<file path="config.mk">
export PLATFORM = sky130hd
export DESIGN_NAME = clock_divider_multi
export DESIGN_NICKNAME = d
export VERILOG_FILES = /design/src/rtl/clock_divider_multi.sv
export SDC_FILE = /design/constraint.sdc
export NUM_CORES = 1
export LEC_CHECK = 0
export ABC_AREA = 1
export ABC_CLOCK_PERIOD_IN_PS = 4700
export CAP_MARGIN = 5
export CORE_ASPECT_RATIO = 0.6
export CORE_MARGIN = 2
export CORE_UTILIZATION = 34
export DETAILED_ROUTE_END_ITERATION = 6
export PLACE_DENSITY_LB_ADDON = 0.12
export SLEW_MARGIN = 20
export SYNTH_ARGS = -nofsm -noshare
export SYNTH_HDL_FRONTEND = slang
export SYNTH_SLANG_ARGS = --single-unit
</file>
<file path="constraint.sdc">
create_clock -name clock -period 4.7 [get_ports clock]
set_clock_uncertainty 0.1 [all_clocks]
set_input_delay 0.94 -clock clock [delete_from_list [all_inputs] [get_ports clock]]
set_output_delay 0.94 -clock clock [all_outputs]
set_load 0.03 [all_outputs]
</file>
<file path="src/rtl/clock_divider_multi.sv">
// clock_divider_multi
//   N-channel programmable clock / pulse divider. Each channel owns a free
//   running counter cnt that counts 0..P-1, where P is the channel's active
//   period. The channel's output is 1 while cnt < H, where H is the active
//   high-time. Both P and H sit behind shadow registers. A new value only
//   moves into the active registers at a period boundary (wrap or sync), or
//   at any edge while the channel is disabled. A running output therefore
//   never sees a truncated or stretched period.
//
//   Optional feature macro: CLKDIV_TICK_EN
//     When defined, the design has an extra per-channel output `tick`. It
//     pulses for one cycle together with cnt==0 of every period.
//
// Ports
//   clock       in   system clock, rising edge
//   reset       in   asynchronous active-low reset
//   enable      in   [CHANNELS] per-channel run enable (level)
//   sync        in   one-cycle strobe, restarts all enabled channels
//   cfg_wr      in   configuration write strobe
//   cfg_chan    in   [CH_W] target channel; values >= CHANNELS are ignored
//   cfg_sel     in   0 = period shadow, 1 = high-time shadow
//   cfg_data    in   [CNT_W] write data
//   cfg_pending out  [CHANNELS] shadow holds a value not yet applied
//   out_clk     out  [CHANNELS] divided output, registered
//   tick        out  [CHANNELS] period-start pulse (CLKDIV_TICK_EN only)
module clock_divider_multi #(
  parameter int CHANNELS   = 4,
  parameter int CNT_W      = 32,
  parameter int DEF_PERIOD = 1250,
  parameter int DEF_HIGH   = 625,
  localparam int CH_W      = (CHANNELS > 1) ? $clog2(CHANNELS) : 1
) (
  input  logic                clock,
  input  logic                reset,
  input  logic [CHANNELS-1:0] enable,
  input  logic                sync,
  input  logic                cfg_wr,
  input  logic [CH_W-1:0]     cfg_chan,
  input  logic                cfg_sel,
  input  logic [CNT_W-1:0]    cfg_data,
  output logic [CHANNELS-1:0] cfg_pending,
  output logic [CHANNELS-1:0] out_clk
`ifdef CLKDIV_TICK_EN
  ,
  output logic [CHANNELS-1:0] tick
`endif
);

  localparam logic [CNT_W-1:0] RST_P = CNT_W'(DEF_PERIOD);
  localparam logic [CNT_W-1:0] RST_H = CNT_W'(DEF_HIGH);
  localparam logic [CNT_W-1:0] ONE   = CNT_W'(1);
  localparam logic [CNT_W-1:0] TWO   = CNT_W'(2);

  for (genvar i = 0; i < CHANNELS; i++) begin : g_chan
    logic [CNT_W-1:0] cnt, act_p, act_h, sh_p, sh_h;
    logic [CNT_W-1:0] sh_p_nx, sh_h_nx, p_eff, cnt_nx, h_use;
    logic             run, pend_q, out_q;
    logic             wr_hit, wrap, apply, restart, out_nx;

    always_comb begin
      // NOTE: every signal gets a default before any branch. A path that
      // leaves a signal unassigned would infer a latch.
      sh_p_nx = sh_p;
      sh_h_nx = sh_h;
      cnt_nx  = '0;
      out_nx  = 1'b0;
      // Writes to channel numbers beyond CHANNELS never match any channel.
      wr_hit  = cfg_wr && (32'(cfg_chan) == i);
      if (wr_hit) begin
        if (cfg_sel) sh_h_nx = cfg_data;
        else         sh_p_nx = cfg_data;
      end
      // Stored periods of 0 or 1 run as 2 so that a wrap always exists.
      p_eff   = (act_p < TWO) ? TWO : act_p;
      wrap    = enable[i] && run && (cnt == p_eff - ONE);
      // The shadow values seen here already include a write on this same
      // edge, so a write that lands on an apply edge is taken at once.
      apply   = sync || !enable[i] || wrap;
      restart = enable[i] && (sync || !run || wrap);
      h_use   = apply ? sh_h_nx : act_h;
      if (!enable[i]) begin
        cnt_nx = '0;
        out_nx = 1'b0;
      end else if (restart) begin
        cnt_nx = '0;
        out_nx = (h_use != '0);
      end else begin
        cnt_nx = cnt + ONE;
        out_nx = (cnt_nx < act_h);
      end
    end

    // NOTE: sequential state uses non-blocking assignments only. All
    // registers, including the shadow and active configuration, take known
    // reset values, so a channel restarts from its defaults after reset.
    always_ff @(posedge clock or negedge reset) begin
      if (!reset) begin
        cnt    <= '0;
        act_p  <= RST_P;
        act_h  <= RST_H;
        sh_p   <= RST_P;
        sh_h   <= RST_H;
        run    <= 1'b0;
        pend_q <= 1'b0;
        out_q  <= 1'b0;
      end else begin
        cnt    <= cnt_nx;
        out_q  <= out_nx;
        run    <= enable[i];
        sh_p   <= sh_p_nx;
        sh_h   <= sh_h_nx;
        pend_q <= !apply && (pend_q || wr_hit);
        if (apply) begin
          act_p <= sh_p_nx;
          act_h <= sh_h_nx;
        end
      end
    end

    assign out_clk[i]     = out_q;
    assign cfg_pending[i] = pend_q;

`ifdef CLKDIV_TICK_EN
    logic tick_q;
    always_ff @(posedge clock or negedge reset) begin
      if (!reset) tick_q <= 1'b0;
      else        tick_q <= restart;
    end
    assign tick[i] = tick_q;
`endif
  end

endmodule
</file>
Word-level counts from Yosys, hierarchy flattened. Index checks and enable logic that the tools add are counted.

Bits in registers: 652. Input port bits: 43. Output and inout port bits: 8. Word-level logic and storage cells: 152.

$add $sub $neg: 8. $lt $le $gt $ge: 8. Equality and inequality tests: 7. Multiplexer cells: 40. Reductions and logical operators: 57.

Operators with widths (count): $mux W32 (32); $add A32 B1 Y32 const B (4); $eq A32 B32 Y1 (4); $lt A32 B2 Y1 const B (4); $lt A32 B32 Y1 (4); $reduce_bool A32 Y1 (4); $sub A32 B1 Y32 const B (4); $logic_and A1 B1 Y1 (20); $logic_or A1 B1 Y1 (20); $logic_not A1 Y1 (12); $mux W1 (8); $eq A2 B2 Y1 const B (2); $eq A2 B1 Y1 const B (1); $logic_not A2 Y1 (1).

Longest topological paths before layout.
Depth in word-level cells: 10. Depth in mapped cells: 32. Gate-level depth less buffers: 30.

Least setup slack after synthesis. Ideal clock, no wire load.

Path type: reg-to-reg. Start point: register g_chan[1].cnt[0]. End point: register g_chan[1].out_q. Setup time: 113 ps. Data arrival time: 3448 ps. Required time: 4487 ps. Setup slack: 1040 ps. Cell stages (with the launch flop): 27. Path buffers: 0. Period minus slack after synthesis: 3660 ps. Path through: dfrtp_1 -> ha_1 -> nand2_1 -> nor2_1 -> inv_1 -> nor2_1 -> nand3_1 -> nor4_1 -> and3_1 -> nand4_1 -> nor2_1 -> nand2_1 -> nor2_1 -> nand2_1 -> nor2_1 -> inv_1 -> nor2_1 -> xor2_1 -> inv_1 -> ha_1 -> nand2_1 -> nor4_1 -> nand3_1 -> o2111ai_1 -> nand2_1 -> nand2_1 -> inv_1.

Word-level cells in the longest chain between the ends: 7. Elaborated cells between the ends (all ways): 11. Classes of those cells: add/sub (1); order compare (1); eq/ne (1); mux (3); reduce/logical (5).

RTL lines: from (decl) (line 55) `logic [CNT_W-1:0] cnt, act_p, act_h, sh_p, sh_h;`; from (signal assigned) (line 107) `cnt <= cnt_nx;`; branches (longest 5 deep; another with $add A32 B1 Y32); $mux W1 (*) (line 84) `end else if (restart) begin`; $mux W1 (*) (line 81) `if (!enable[i]) begin`; named net g_chan[1].out_nx (line 58) `logic wr_hit, wrap, apply, restart, out_nx;`; to (signal assigned) (line 108) `out_q <= out_nx;`; to (decl) (line 57) `logic run, pend_q, out_q;`.

Mark *: on every way through the listed nets, which the timed path passes. A chain may end at the register's enable or synchronous reset.

Final worst setup path.
Start point: register g_chan[0].cnt[1]. End point: register g_chan[0].out_q.

Word-level cells in the longest chain between the ends: 7. Elaborated cells between the ends (all ways): 11. Classes of those cells: add/sub (1); order compare (1); eq/ne (1); mux (3); reduce/logical (5).

RTL lines (line): from (decl) (55); from (signal assigned) (107); branches (longest 5 deep; another with $add A32 B1 Y32); $mux W1 (*) (84); $mux W1 (*) (81); named net g_chan[0].out_nx (58); to (signal assigned) (108); to (decl) (57).

Marks and branches as above.

==> impl_metrics.env <==
export IMPL_min_period_ns=4.399
export IMPL_synth_seq_area_share_pct=45.44
export IMPL_synth_area_um2=36130
export IMPL_dpl_hpwl_mm=92.65
export IMPL_dr_pass1_iters=6
export IMPL_post_place_cells=6119
export IMPL_hold_class="in2async"
export IMPL_initial_core_util_pct=34.34
export IMPL_cts_buffer_depth=3
export IMPL_gp_congestion=0.9305
export IMPL_avgSynthCellArea_um2=7.734
export IMPL_fin_hold_ws_ns=0.2151
export IMPL_synthAdderAreaFrac_pct=4.572
export IMPL_grt_pass1_vias=28370
export IMPL_route_vias_total=29680
export IMPL_p_leak_nw=20.48
export IMPL_wl_met1_mm=66.62
export IMPL_antenna_left=0
export IMPL_synth_nets=4846
export IMPL_cp_start_kind="flop"
export IMPL_finalCritPeriodShare_pct=93.60
export IMPL_cts_tree="yes"
export IMPL_cts_root_buf="clkbuf_16"
export IMPL_nFillCells=11030
export IMPL_grt_antenna_before_repair=13
export IMPL_power_density_nw_per_um2=390.8
export IMPL_final_hold_violation_count=0
export IMPL_ctsHoldBuffers=0
export IMPL_wl_met3_mm=7.713
export IMPL_grtUsageTotal_pct=22.28
export IMPL_fin_nets=4972
export IMPL_clkLatencyLatePin_ns=0.66
export IMPL_max_freq_mhz=227.3
export IMPL_die_area_um2=109000
export IMPL_cts_buffers=70
export IMPL_intPower_w=0.01111
export IMPL_finalNonFillerCells=6269
export IMPL_swShare_pct=31.85
export IMPL_synth_edf_count=0
export IMPL_status="completed"
export IMPL_syn2layout_area_growth_pct=15.45
export IMPL_syn_inst=4671
export IMPL_drc_errors=0
export IMPL_io_buffers=50
export IMPL_route_met2_wl_mm=44.80
export IMPL_pin_count=51
export IMPL_rsz0062_at_grt="true"
export IMPL_irDropWorstVdd_v=0.0002412
export IMPL_synth_seq_cells=652
export IMPL_finalMaxSlewViolations=0
export IMPL_cp_max_fo=4
export IMPL_endpoint_kind="flop"
export IMPL_grt_max_degree=105
export IMPL_overflow=0
export IMPL_wl_mm=120.8
export IMPL_synth_top_cell_area_share_pct=39.62
export IMPL_setup_viol=0
export IMPL_tightest_slew_ns=1.090
export IMPL_fin_util_pct=39.64
export IMPL_crit_type="reg2reg"
export IMPL_grt_pass1_wl_mm=182.5
export IMPL_clock_sinks=652
export IMPL_async_flop_share_pct=100.0
export IMPL_synth_top_family_by_area="simple AND/OR/NAND/NOR gates"
export IMPL_first_iter_violations=2516
export IMPL_final_setup_worst_slack_ns=0.3010
export IMPL_critPathArrivalTime_ns=4.90
export IMPL_yosys_top_cells_area="dfrtp_1 (40%), nand2_1 (11%), inv_1 (8.3%), nor2_1 (6.2%), dfstp_2 (5.8%)"
export IMPL_die_h_um=256.5
export IMPL_synth_compound_area_share_pct=8.215
export IMPL_core_area_um2=105200
export IMPL_power_switching_w=0.005191
export IMPL_htree_levels=3
export IMPL_num_rows=92
export IMPL_clkTransAtPathRegs_ns=0.06
export IMPL_worstPathRequired_ns=5.20
export IMPL_final_common_cell="nand2_1"
export IMPL_pwr_share_comb_pct=21.0
export IMPL_synthDistinctLibCells=56
export IMPL_synth_mux_area_share_pct=0.4675
export IMPL_synth_warnings=0
export IMPL_drv_cap=0
export IMPL_p_seq_share_pct=43.2
export IMPL_dieWidth_um=424.8
export IMPL_synth_xor_area_share_pct=5.891
export IMPL_relSlewSlack_pct=27.37
export IMPL_r2r_slack_ns=0.30
export IMPL_via_per_inst=4.734
export IMPL_dr_max_layer_used="met4"
export IMPL_final_cell_mix="nand2_1 (1,011), inv_1 (796), nor2_1 (567), dfrtp_1 (567), o21ai_0 (305)"
export IMPL_yosysTopAreaCell="dfrtp_1"
export IMPL_clockPowerShare_pct=35.8
export IMPL_drive_above_1_share_pct=11.10
export IMPL_yosys_most_used_dff="dfrtp_1"
export IMPL_wl_per_cell_um=19.27
export IMPL_dp_worst_setup_slack_ns=-0.02500
export IMPL_synthSimpleGateAreaFrac_pct=25.25
==> kinds of logic after synthesis <==
| kind of cell | Yosys count |
|---|---|
| AOI/OAI and AO/OA | 554 |
| and+or+nand+nor | 2135 |
| buffers and inverters | 940 |
| DFF | 652 |
| adders and majority gates | 132 |
| xor gates and xnor gates | 243 |
| muxes | 15 |
==> power by group through the flow <==
| stage | registers [W] | logic [W] | clock network, W |
|---|---|---|---|
| detailed placement | 0.00714 | 0.00339 | 0 |
| floorplan | 0.00700 | 0.00225 | 0 |
| global placement | 0.00712 | 0.00339 | 0 |
| finish | 0.00704 | 0.00343 | 0.00583 |
| global route | 0.00714 | 0.00392 | 0.00622 |
| CTS | 0.00704 | 0.00342 | 0.00598 |
==> per-stage QoR <==
stage               setup TNS, ns  total power, W  area [µm²]
finish                          0         0.01630       41710
global route             -0.04421         0.01728       41700
CTS                             0         0.01644       41260
detailed placement       -0.02500         0.01053       38900
global placement         -0.07089         0.01051       38900
floorplan                       0        0.009249       36130
==> registers in the layout, indices dropped and copies added, names as in the netlist <==
register,flops
g_chan.cnt,128
g_chan.run,4
g_chan.sh_p,128
g_chan.sh_h,128
g_chan.act_h,128
g_chan.out_q,4
g_chan.pend_q,4
g_chan.act_p,128
==> layer usage <==
metal	vias to the layer above	GRT usage, %
met5	-	0
met4	0	3.605
met3	102	4.330
met2	702	28.41
met1	14070	37.61
li1	14810	-
==> synthesized netlist by cell type, types with 15 or more instances <==
| master | instances |
|---|---|
| nor4_1 | 32 |
| o21a_1 | 35 |
| ha_1 | 132 |
| o21ai_0 | 307 |
| a21oi_1 | 162 |
| mux2_2 | 15 |
| nand4_1 | 52 |
| clkbuf_1 | 86 |
| dfstp_2 | 80 |
| xnor2_1 | 63 |
| nor3_1 | 55 |
| buf_2 | 25 |
| inv_1 | 798 |
| xor2_1 | 180 |
| buf_4 | 16 |
| nor2_1 | 592 |
| nand2_1 | 1013 |
| dfrtp_1 | 572 |
| nand3_1 | 243 |
| or2_2 | 70 |
| nor2_2 | 20 |
==> critical path, cell delays in order (launching register included) <==
cell and delay, ns:
dfrtp_1 0.39, inv_1 0.08, nor4_2 0.37, nand4_1 0.19, nor3_2 0.23, nand4_1 0.17
or4_1 0.53, nor3_1 0.18, buf_4 0.15, inv_1 0.05, nor3_1 0.19, nand2_1 0.10
xor2_1 0.25, inv_1 0.13, ha_1 0.33, nand4_1 0.14, o221ai_1 0.16, a21oi_1 0.21
nand2_1 0.09, a21oi_1 0.16, nand2_1 0.08, inv_1 0.05
==> layout make-up <==
type	instances	area, µm²	share of cell area, %
sequential	652	16420	39.37
timing repair buffer	187	1738	4.167
tap	1410	1764	4.230
clock inverter	23	245.2	0.5880
antenna	4	10.01	0.02400
inverter	806	3025	7.253
multi-input combinational	3080	16400	39.32
clock buffer	107	2106	5.049
==> worst paths after layout <==
kind                                        to               from  cells past startpoint
setup reg to reg               g_chan[0].out_q   g_chan[0].cnt[1]                     21
setup / recovery               g_chan[0].out_q   g_chan[0].cnt[1]                     21
max in group asynchronous   g_chan[2].act_h[4]              reset                      2
hold / removal             g_chan[1].act_p[26]              reset                      1
min in group clock           g_chan[0].sh_p[4]  g_chan[0].sh_p[4]                      1
hold reg to reg              g_chan[0].sh_p[4]  g_chan[0].sh_p[4]                      1
==> timing repair <==
action	4_1_cts	5_1_grt
setup endpoints to repair	1	19
setup buffers	0	15
gates cloned	0	1
pin swaps	0	10
resized for setup	1	77
Power figures use the tool's default switching activity.
